--- src/rtl/fsync_credit_ctr_if.sv ---
// rtl/fsync_credit_ctr_if.sv - take handshake between requester and credit pool
interface fsync_credit_ctr_if #(
    parameter int TAKE_W = 4
);
    logic              take_valid;
    logic [TAKE_W-1:0] take_num;
    logic              take_ready;

    // Requester side: asks for take_num credits and waits for ready.
    modport master (
        output take_valid,
        output take_num,
        input  take_ready
    );

    // Pool side: grants a take when enough credits are registered.
    modport slave (
        input  take_valid,
        input  take_num,
        output take_ready
    );
endinterface

--- src/rtl/fsync_credit_ctr.sv ---
// rtl/fsync_credit_ctr.sv - saturating credit pool fed by flag-synchronizer counts
module fsync_credit_ctr #(
    parameter int ADD_W        = 3,
    parameter int MAX_CREDITS  = 64,
    parameter int INIT_CREDITS = 64,
    parameter int TAKE_W       = 4,
    parameter int LOW_THRESH   = 8,
    localparam int CW          = $clog2(MAX_CREDITS + 1)
) (
    input  logic                 clk,
    input  logic                 rst,
    input  logic [ADD_W-1:0]     add_cnt,
    fsync_credit_ctr_if.slave    take_if,
    input  logic                 clr_stats,
    output logic [CW-1:0]        credits,
    output logic                 credit_low,
    output logic [CW-1:0]        low_water,
    output logic                 ovf_err
);

    // Sum width leaves headroom for the add on top of a full pool.
    localparam int SW    = ((CW > ADD_W) ? CW : ADD_W) + 2;
    // Compare width covers a take_num wider than the pool counter.
    localparam int CMP_W = (CW > TAKE_W) ? CW : TAKE_W;

    localparam logic [SW-1:0] MAX_S  = SW'(MAX_CREDITS);
    localparam logic [SW-1:0] LOW_S  = SW'(LOW_THRESH);
    localparam logic [CW-1:0] MAX_C  = CW'(MAX_CREDITS);
    localparam logic [CW-1:0] INIT_C = CW'(INIT_CREDITS);
    localparam logic          INIT_LOW = (INIT_CREDITS < LOW_THRESH);

    if (INIT_CREDITS > MAX_CREDITS) begin : g_bad_init
        $error("ERROR: INIT_CREDITS exceeds MAX_CREDITS");
    end

    logic [CW-1:0] credits_q,    credits_d;
    logic          credit_low_q, credit_low_d;
    logic [CW-1:0] low_water_q,  low_water_d;
    logic          ovf_err_q,    ovf_err_d;

    logic          take_ready;
    logic          fire;
    logic [SW-1:0] sum;
    logic          ovf_set;

    // Grant against the registered pool only, so a same-cycle add never funds a take.
    always_comb begin
        take_ready = (CMP_W'(credits_q) >= CMP_W'(take_if.take_num));
        fire       = take_if.take_valid && take_ready;
    end

    assign take_if.take_ready = take_ready;

    // Next pool value, saturation, low flag, low-water mark and sticky overflow.
    always_comb begin
        sum          = SW'(credits_q) + SW'(add_cnt) - (fire ? SW'(take_if.take_num) : '0);
        ovf_set      = 1'b0;
        credits_d    = sum[CW-1:0];
        if (sum > MAX_S) begin
            credits_d = MAX_C;
            ovf_set   = 1'b1;
        end
        credit_low_d = (SW'(credits_d) < LOW_S);
        low_water_d  = low_water_q;
        if (clr_stats || (credits_d < low_water_q)) begin
            low_water_d = credits_d;
        end
        ovf_err_d    = ovf_set || (ovf_err_q && !clr_stats);
    end

    // Pool and status registers; reset restores the initial pool at once.
    always_ff @(posedge clk or posedge rst) begin
        if (rst) begin
            credits_q    <= INIT_C;
            credit_low_q <= INIT_LOW;
            low_water_q  <= INIT_C;
            ovf_err_q    <= 1'b0;
        end else begin
            credits_q    <= credits_d;
            credit_low_q <= credit_low_d;
            low_water_q  <= low_water_d;
            ovf_err_q    <= ovf_err_d;
        end
    end

    assign credits    = credits_q;
    assign credit_low = credit_low_q;
    assign low_water  = low_water_q;
    assign ovf_err    = ovf_err_q;

    // Simulation-only protocol checks on the inputs.
    a_no_x_inputs : assert property (@(posedge clk) disable iff (rst)
        !$isunknown({add_cnt, take_if.take_valid}))
        else $error("ERROR: %m X on add_cnt or take_valid");

    a_take_range : assert property (@(posedge clk) disable iff (rst)
        !(take_if.take_valid && (CMP_W'(take_if.take_num) > CMP_W'(MAX_CREDITS))))
        else $error("ERROR: %m take_num exceeds MAX_CREDITS");

endmodule
--- src/flat_wrapper.sv ---
// flat-port wrapper written by rule: the top's interface ports become plain ports
module fsync_credit_ctr_flat 
#(
    parameter int ADD_W        = 3,
    parameter int MAX_CREDITS  = 64,
    parameter int INIT_CREDITS = 64,
    parameter int TAKE_W       = 4,
    parameter int LOW_THRESH   = 8,
    localparam int CW          = $clog2(MAX_CREDITS + 1)
)
  (clk, rst, add_cnt, clr_stats, credits, credit_low, low_water, ovf_err, take_if_take_valid, take_if_take_num, take_if_take_ready);
  fsync_credit_ctr_if #(.TAKE_W(TAKE_W)) take_if_i ();
  input  logic clk;
  input  logic rst;
  input  logic [ADD_W-1:0] add_cnt;
  input  logic clr_stats;
  output logic [CW-1:0] credits;
  output logic credit_low;
  output logic [CW-1:0] low_water;
  output logic ovf_err;
  input wire logic [$bits(take_if_i.take_valid)-1:0] take_if_take_valid;
  input wire logic [$bits(take_if_i.take_num)-1:0] take_if_take_num;
  output wire logic [$bits(take_if_i.take_ready)-1:0] take_if_take_ready;
  assign take_if_i.take_valid = take_if_take_valid;
  assign take_if_i.take_num = take_if_take_num;
  assign take_if_take_ready = take_if_i.take_ready;
  fsync_credit_ctr #(.ADD_W(ADD_W), .MAX_CREDITS(MAX_CREDITS), .INIT_CREDITS(INIT_CREDITS), .TAKE_W(TAKE_W), .LOW_THRESH(LOW_THRESH)) u_core (.clk(clk), .rst(rst), .add_cnt(add_cnt), .take_if(take_if_i), .clr_stats(clr_stats), .credits(credits), .credit_low(credit_low), .low_water(low_water), .ovf_err(ovf_err));
endmodule
--- config.mk ---
export PLATFORM = sky130hd
export DESIGN_NAME = fsync_credit_ctr_flat
export DESIGN_NICKNAME = d
export VERILOG_FILES = /design/src/rtl/fsync_credit_ctr_if.sv /design/src/rtl/fsync_credit_ctr.sv /design/src/flat_wrapper.sv
export SDC_FILE = /design/constraint.sdc
export NUM_CORES = 1
export LEC_CHECK = 0
export ABC_CLOCK_PERIOD_IN_PS = 6500
export BUFFER_PORTS_ARGS = -buffer_cell sky130_fd_sc_hd__buf_2
export CAP_MARGIN = 0
export CORE_UTILIZATION = 50
export CTS_BUF_LIST = sky130_fd_sc_hd__clkbuf_16
export DETAILED_ROUTE_END_ITERATION = 10
export GPL_TIMING_DRIVEN = 0
export HOLD_SLACK_MARGIN = 0.12
export PLACE_DENSITY = 0.77
export SYNTH_ARGS = -nofsm -noshare
export SYNTH_HDL_FRONTEND = slang
export SYNTH_SLANG_ARGS = --single-unit
--- constraint.sdc ---
create_clock -name clk -period 6.5 [get_ports clk]
set_input_delay 1.3 -clock clk [delete_from_list [all_inputs] [get_ports clk]]
set_output_delay 1.3 -clock clk [all_outputs]
set_load 0.03 [all_outputs]
==> Yosys cells after proc, flatten, opt, wreduce, memory -nomap -nowiden <==
Index checks and enable logic that the tools add are counted.
Widths: inputs -> output; s select.
{ "word_totals": {"ff_bits": 16, "in_bits": 11, "out_inout_bits": 17, "elab_cells": 18} }
{ "classes": {"add_sub_neg": 2, "magnitude_cmp": 4, "n_mux": 3, "reduce_logical": 5} }
{ "ops": {"columns": ["op", "n"], "rows": [
  ["$gt 9x7->1 const B", 1],
  ["$sub 9x9->9", 1],
  ["$add 7x3->8", 1],
  ["$ge 7x4->1", 1],
  ["$lt 7x4->1 const B", 1],
  ["$lt 7x7->1", 1],
  ["$mux 7", 1],
  ["$mux 4", 1],
  ["$logic_and 1x1->1", 2],
  ["$logic_or 1x1->1", 2],
  ["$logic_not 1->1", 1],
  ["$mux 1", 1]
]} }

==> Depth between registers and ports, before layout <==
{ "depth": {"depth_word": 8, "depth_mapped": 24, "depth_no_buf": 24} }

==> Worst setup path after synthesis <==
No wires, ideal clock.
{ "synth_path": {"path_type": "input-to-reg", "startpoint": "in take_if_take_num[0]", "endpoint": "reg u_core.low_water_q[1] (netlist: u_core.low_water[1])", "setup_time_ps": 78, "arrival_time_ps": 5804, "t_required_ps": 6422, "setup_slack_ps": 618, "cell_stages": 23, "path_buffers": 0, "cell_sequence": "ha_1 -> nand2b_1 -> a21oi_1 -> nor2b_1 -> o21ai_0 -> nand2_1 -> and3_1 -> ha_1 -> fa_1 -> nor2b_1 -> o21a_1 -> a211oi_2 -> o21a_2 -> o211ai_2 -> nor2_1 -> ha_1 -> a21o_1 -> a211oi_1 -> nor3_1 -> a21oi_1 -> o21ai_0 -> or3_1 -> o2bb2ai_1"} }
{ "synth_between": {"elab_chain_cells": 8} }
{ "synth_lines": {"columns": ["element", "line", "text"], "rows": [
  ["start, declared", "flat_wrapper.sv:22", "input wire logic [$bits(take_if_i.take_num)-1:0] take_if_take_num;"],
  ["$ge 7x4->1 (*)", "fsync_credit_ctr.sv:48", "take_ready = (CMP_W'(credits_q) >= CMP_W'(take_if.take_num));"],
  ["named net take_if_take_ready", "flat_wrapper.sv:23", "output wire logic [$bits(take_if_i.take_ready)-1:0] take_if_take_ready;"],
  ["$logic_and 1x1->1 (*)", "fsync_credit_ctr.sv:49", "fire = take_if.take_valid && take_ready;"],
  ["$mux 4 (*)", "fsync_credit_ctr.sv:56", "sum = SW'(credits_q) + SW'(add_cnt) - (fire ? SW'(take_if.take_num) : '0);"],
  ["$sub 9x9->9 (*)", "fsync_credit_ctr.sv:56", null],
  ["$gt 9x7->1", "fsync_credit_ctr.sv:59", "if (sum > MAX_S) begin"],
  ["$mux 7 (*)", "fsync_credit_ctr.sv:59", null],
  ["named net u_core.credits_d[6]", "fsync_credit_ctr.sv:36", "logic [CW-1:0] credits_q, credits_d;"],
  ["$lt 7x7->1 (*)", "fsync_credit_ctr.sv:65", "if (clr_stats || (credits_d < low_water_q)) begin"],
  ["$logic_or 1x1->1 (*)", "fsync_credit_ctr.sv:65", null],
  ["end signal, assigned", "fsync_credit_ctr.sv:81", "low_water_q <= low_water_d;"],
  ["end, declared", "fsync_credit_ctr.sv:38", "logic [CW-1:0] low_water_q, low_water_d;"]
]} }
Mark *: on every way through the listed nets, which the timed path passes. The rest lies on a longest branch.
A chain may end at the register's enable or synchronous reset.

==> Worst setup path after layout <==
{ "layout_path": {"startpoint": "in take_if_take_num[0]", "endpoint": "reg u_core.low_water_q[1] (netlist: u_core.low_water[1])"} }
{ "layout_between": {"elab_chain_cells": 8} }
{ "layout_lines": {"columns": ["element", "line"], "rows": [
  ["$ge 7x4->1", "fsync_credit_ctr.sv:48"],
  ["$logic_and 1x1->1", "fsync_credit_ctr.sv:49"],
  ["$mux 4 (*)", "fsync_credit_ctr.sv:56"],
  ["$sub 9x9->9 (*)", "fsync_credit_ctr.sv:56"],
  ["$gt 9x7->1", "fsync_credit_ctr.sv:59"],
  ["$mux 7 (*)", "fsync_credit_ctr.sv:59"],
  ["named net u_core.credits_d[6]", "fsync_credit_ctr.sv:36"],
  ["$lt 7x7->1 (*)", "fsync_credit_ctr.sv:65"],
  ["$logic_or 1x1->1 (*)", "fsync_credit_ctr.sv:65"]
]} }
Marked as above.

==> run metrics <==
H-tree levels 1; Synth top area share 0.249; sequential area share after synthesis 0.287; number of instances in the placed design about 200; fin crit period about 6100 ps; post-route ant nets 0; initial antenna violation count 0; complex-gate fraction of the synthesized area 0.257; Final Cycle Share 0.937; Worst-Skew Late Latency around 240 ps; total grt overflow 0; Die X-Extent roughly 55 um; GRT Resource Usage Total 0.220; First-pass DRT Iterations 4; cells after synthesis about 150; CTS Buffer Depth 2; fin nets 210; fin cells 208; final setup fails 0; Worst setup EP type register; Synth Flop Type dfrtp_1; mux share of post-synthesis cell area 0; WHS Path Cells 2; HP Start u_core.low_water[6]$_DFFE_PP1P_; Vias 1195; DR iter-0 viols 21; Post-synth EDFFs 0; Hold EP u_core.low_water[6]$_DFFE_PP1P_; Mapped Area approximately 0.0014 mm^2; most instantiated cells after synthesis ha_1, inv_1, dfrtp_1; ys async rst share 1.00; hpwl dp 2500 um; total number of yosys warnings 0; reg-to-reg critical path endpoint u_core.low_water[1]$_DFFE_PP0P_; Crit Path Category primary input to register; largest net degree at the start of global routing 17; DRC viols 0; Core Box Area ~0.0026 mm^2; Finished Cell Area around 0.0017 mm^2; Worst Setup Start Kind primary input; CTS tree built; Pins Over Slew Limit 0; Worst Tran Pin Value between 500 and 600 ps; ant diodes 0; Critical Path Fanout Max 11; vias per inst around 5.7; WL final around 3000 um; combinational family with the most area after synthesis compound AO/OA/AOI/OAI gates; met1 Track Usage GR 0.261; Initial Util 0.547; Worst Path Required 6660 ps; utilization after layout 0.647; Sink Count 16; FF-to-FF setup slack 1180 ps; Max-slew headroom 0.606; f_max ~0.16 GHz; Post-Synth Simple-Gate Area 0.177; Area Growth Syn to Fin 18.3%; row count 18; GR Util met2 0.418; Synth area leaders dfrtp_1, ha_1, inv_1; Worst R2R Path Depth 24; setup TNS 0 ps; vias in the first global route between 1000 and 1500; met3 Use GR 0.0328; net count after synthesis approximately 180; Reg clk slew, reported paths approximately 50 ps; RSZ-0062 raised after global routing no; Root Buffer Master clkbuf_16; Hold Crit Class register to register; busiest layer in global routing met2; Final Skew ~0.81 ps; Placed Area between 0.0015 and 0.002 mm^2; Yosys top cell by area dfrtp_1; first-pass GRT wire length about 4800 um; reg2reg start u_core.credits[0]$_DFF_PP0_; I/O pins 28; status complete, no violations; port bufs 27; share of cells above drive strength 1 0.264; adder-cell share of the synthesized area 0.180; crit path DAT about 6300 ps; max_cap viols 0; Final Hold Vio Count 0; Yosys reg bits 16; CTS Buf Count 3; synthesized area per cell about 9.5 um^2; xor/xnor share of the synthesized area 0.0534; Distinct cells, synth between 40 and 50; overall die height 55.0 um; die footprint a little over 0.003 mm^2; Routed WL per cell ~14 um; GP Congestion between 0.8 and 0.9
placed cells by master (no fill, tap or decap), types with 2 or more instances in the layout:
cell type  count
nand3_1        2
o21ai_0        5
clkbuf_16      3
a211oi_1       2
and3_1         4
dfstp_2        2
nor2_2         3
buf_2         27
nand2_1        7
o21ai_1        2
nor3_1         3
fa_1           2
and2_1         2
nor2b_1        4
a21o_1         3
a22o_1         2
o21bai_1       2
nor2_1        11
dfrtp_1       14
o21a_1         5
inv_1         17
xor2_1         6
o2bb2ai_1      3
ha_1          17
o211ai_1       2
a21oi_1        5
layer usage:
layer,vias up,wire [um]
met5,-,0
met4,0,21
met3,3,77
met2,25,1530
met1,564,1370
li1,603,-
metrics by stage:
step                      hold WS (ps)  setup slack, ps
after floorplan                    553              618
after global placement             492              230
after detailed placement           510             69.1
after CTS                          521              301
after global routing               540             72.0
final                              518              412
worst max path at each step:
| stage | to | slack, ps | from | cells after the start |
|---|---|---|---|---|
| 2_1_floorplan | u_core.low_water[1]$_DFFE_PP0P_ | 620 | take_if_take_num[0] | 23 |
| 3_3_place_gp | u_core.low_water[1]$_DFFE_PP0P_ | 230 | take_if_take_num[0] | 24 |
| 3_5_place_dp | u_core.low_water[1]$_DFFE_PP0P_ | 70 | take_if_take_num[0] | 24 |
| 4_1_cts | u_core.low_water[1]$_DFFE_PP0P_ | 300 | take_if_take_num[0] | 24 |
| 5_1_grt | u_core.low_water[1]$_DFFE_PP0P_ | 70 | take_if_take_num[0] | 24 |
| 6_report | u_core.low_water[1]$_DFFE_PP0P_ | 410 | take_if_take_num[0] | 24 |
state kept, by name (all words and copies together), names as in the netlist:
name               cells
u_core.low_water       7
u_core.ovf_err         1
u_core.credits         7
u_core.credit_low      1
final cells by class:
type,instances,area [um^2]
fill,222,906
clock buffer,3,75.1
sequential,16,403
multi-input combinational,115,947
tap,30,37.5
timing repair buffer,27,135
inverter,17,63.8
what timing repair did:
item	CTS	global route
buffers inserted	0	0
hold buffers	0	0
resized for setup	0	1
endpoints found under the setup margin	0	2
cells by family (layout without fill, tap and decap cells):
family	after synthesis	count (layout)
and+or+nand+nor	46	46
xor gates and xnor gates	7	7
buffers and inverters	17	47
AOI/OAI and AO/OA	43	43
adders and majority gates	19	19
DFF	16	16
worst max-delay path, cell delays in order:
cell,delay [ps]
buf_2,110
ha_1,270
nand2b_1,140
a21oi_1,150
nor2b_1,60
o21ai_0,140
nand2_1,110
and3_1,210
ha_1,200
fa_1,400
nor2b_1,180
o21a_1,200
a211oi_2,80
o21a_2,260
o211ai_4,370
nor2_1,130
ha_1,320
a21o_1,190
a211oi_1,250
nor3_1,90
a21oi_1,300
o21ai_0,190
or3_1,400
o2bb2ai_1,190
Power is left out: the tool's default activity adds up to more than one toggle a clock period on the data nets, which glitch-free logic cannot reach.
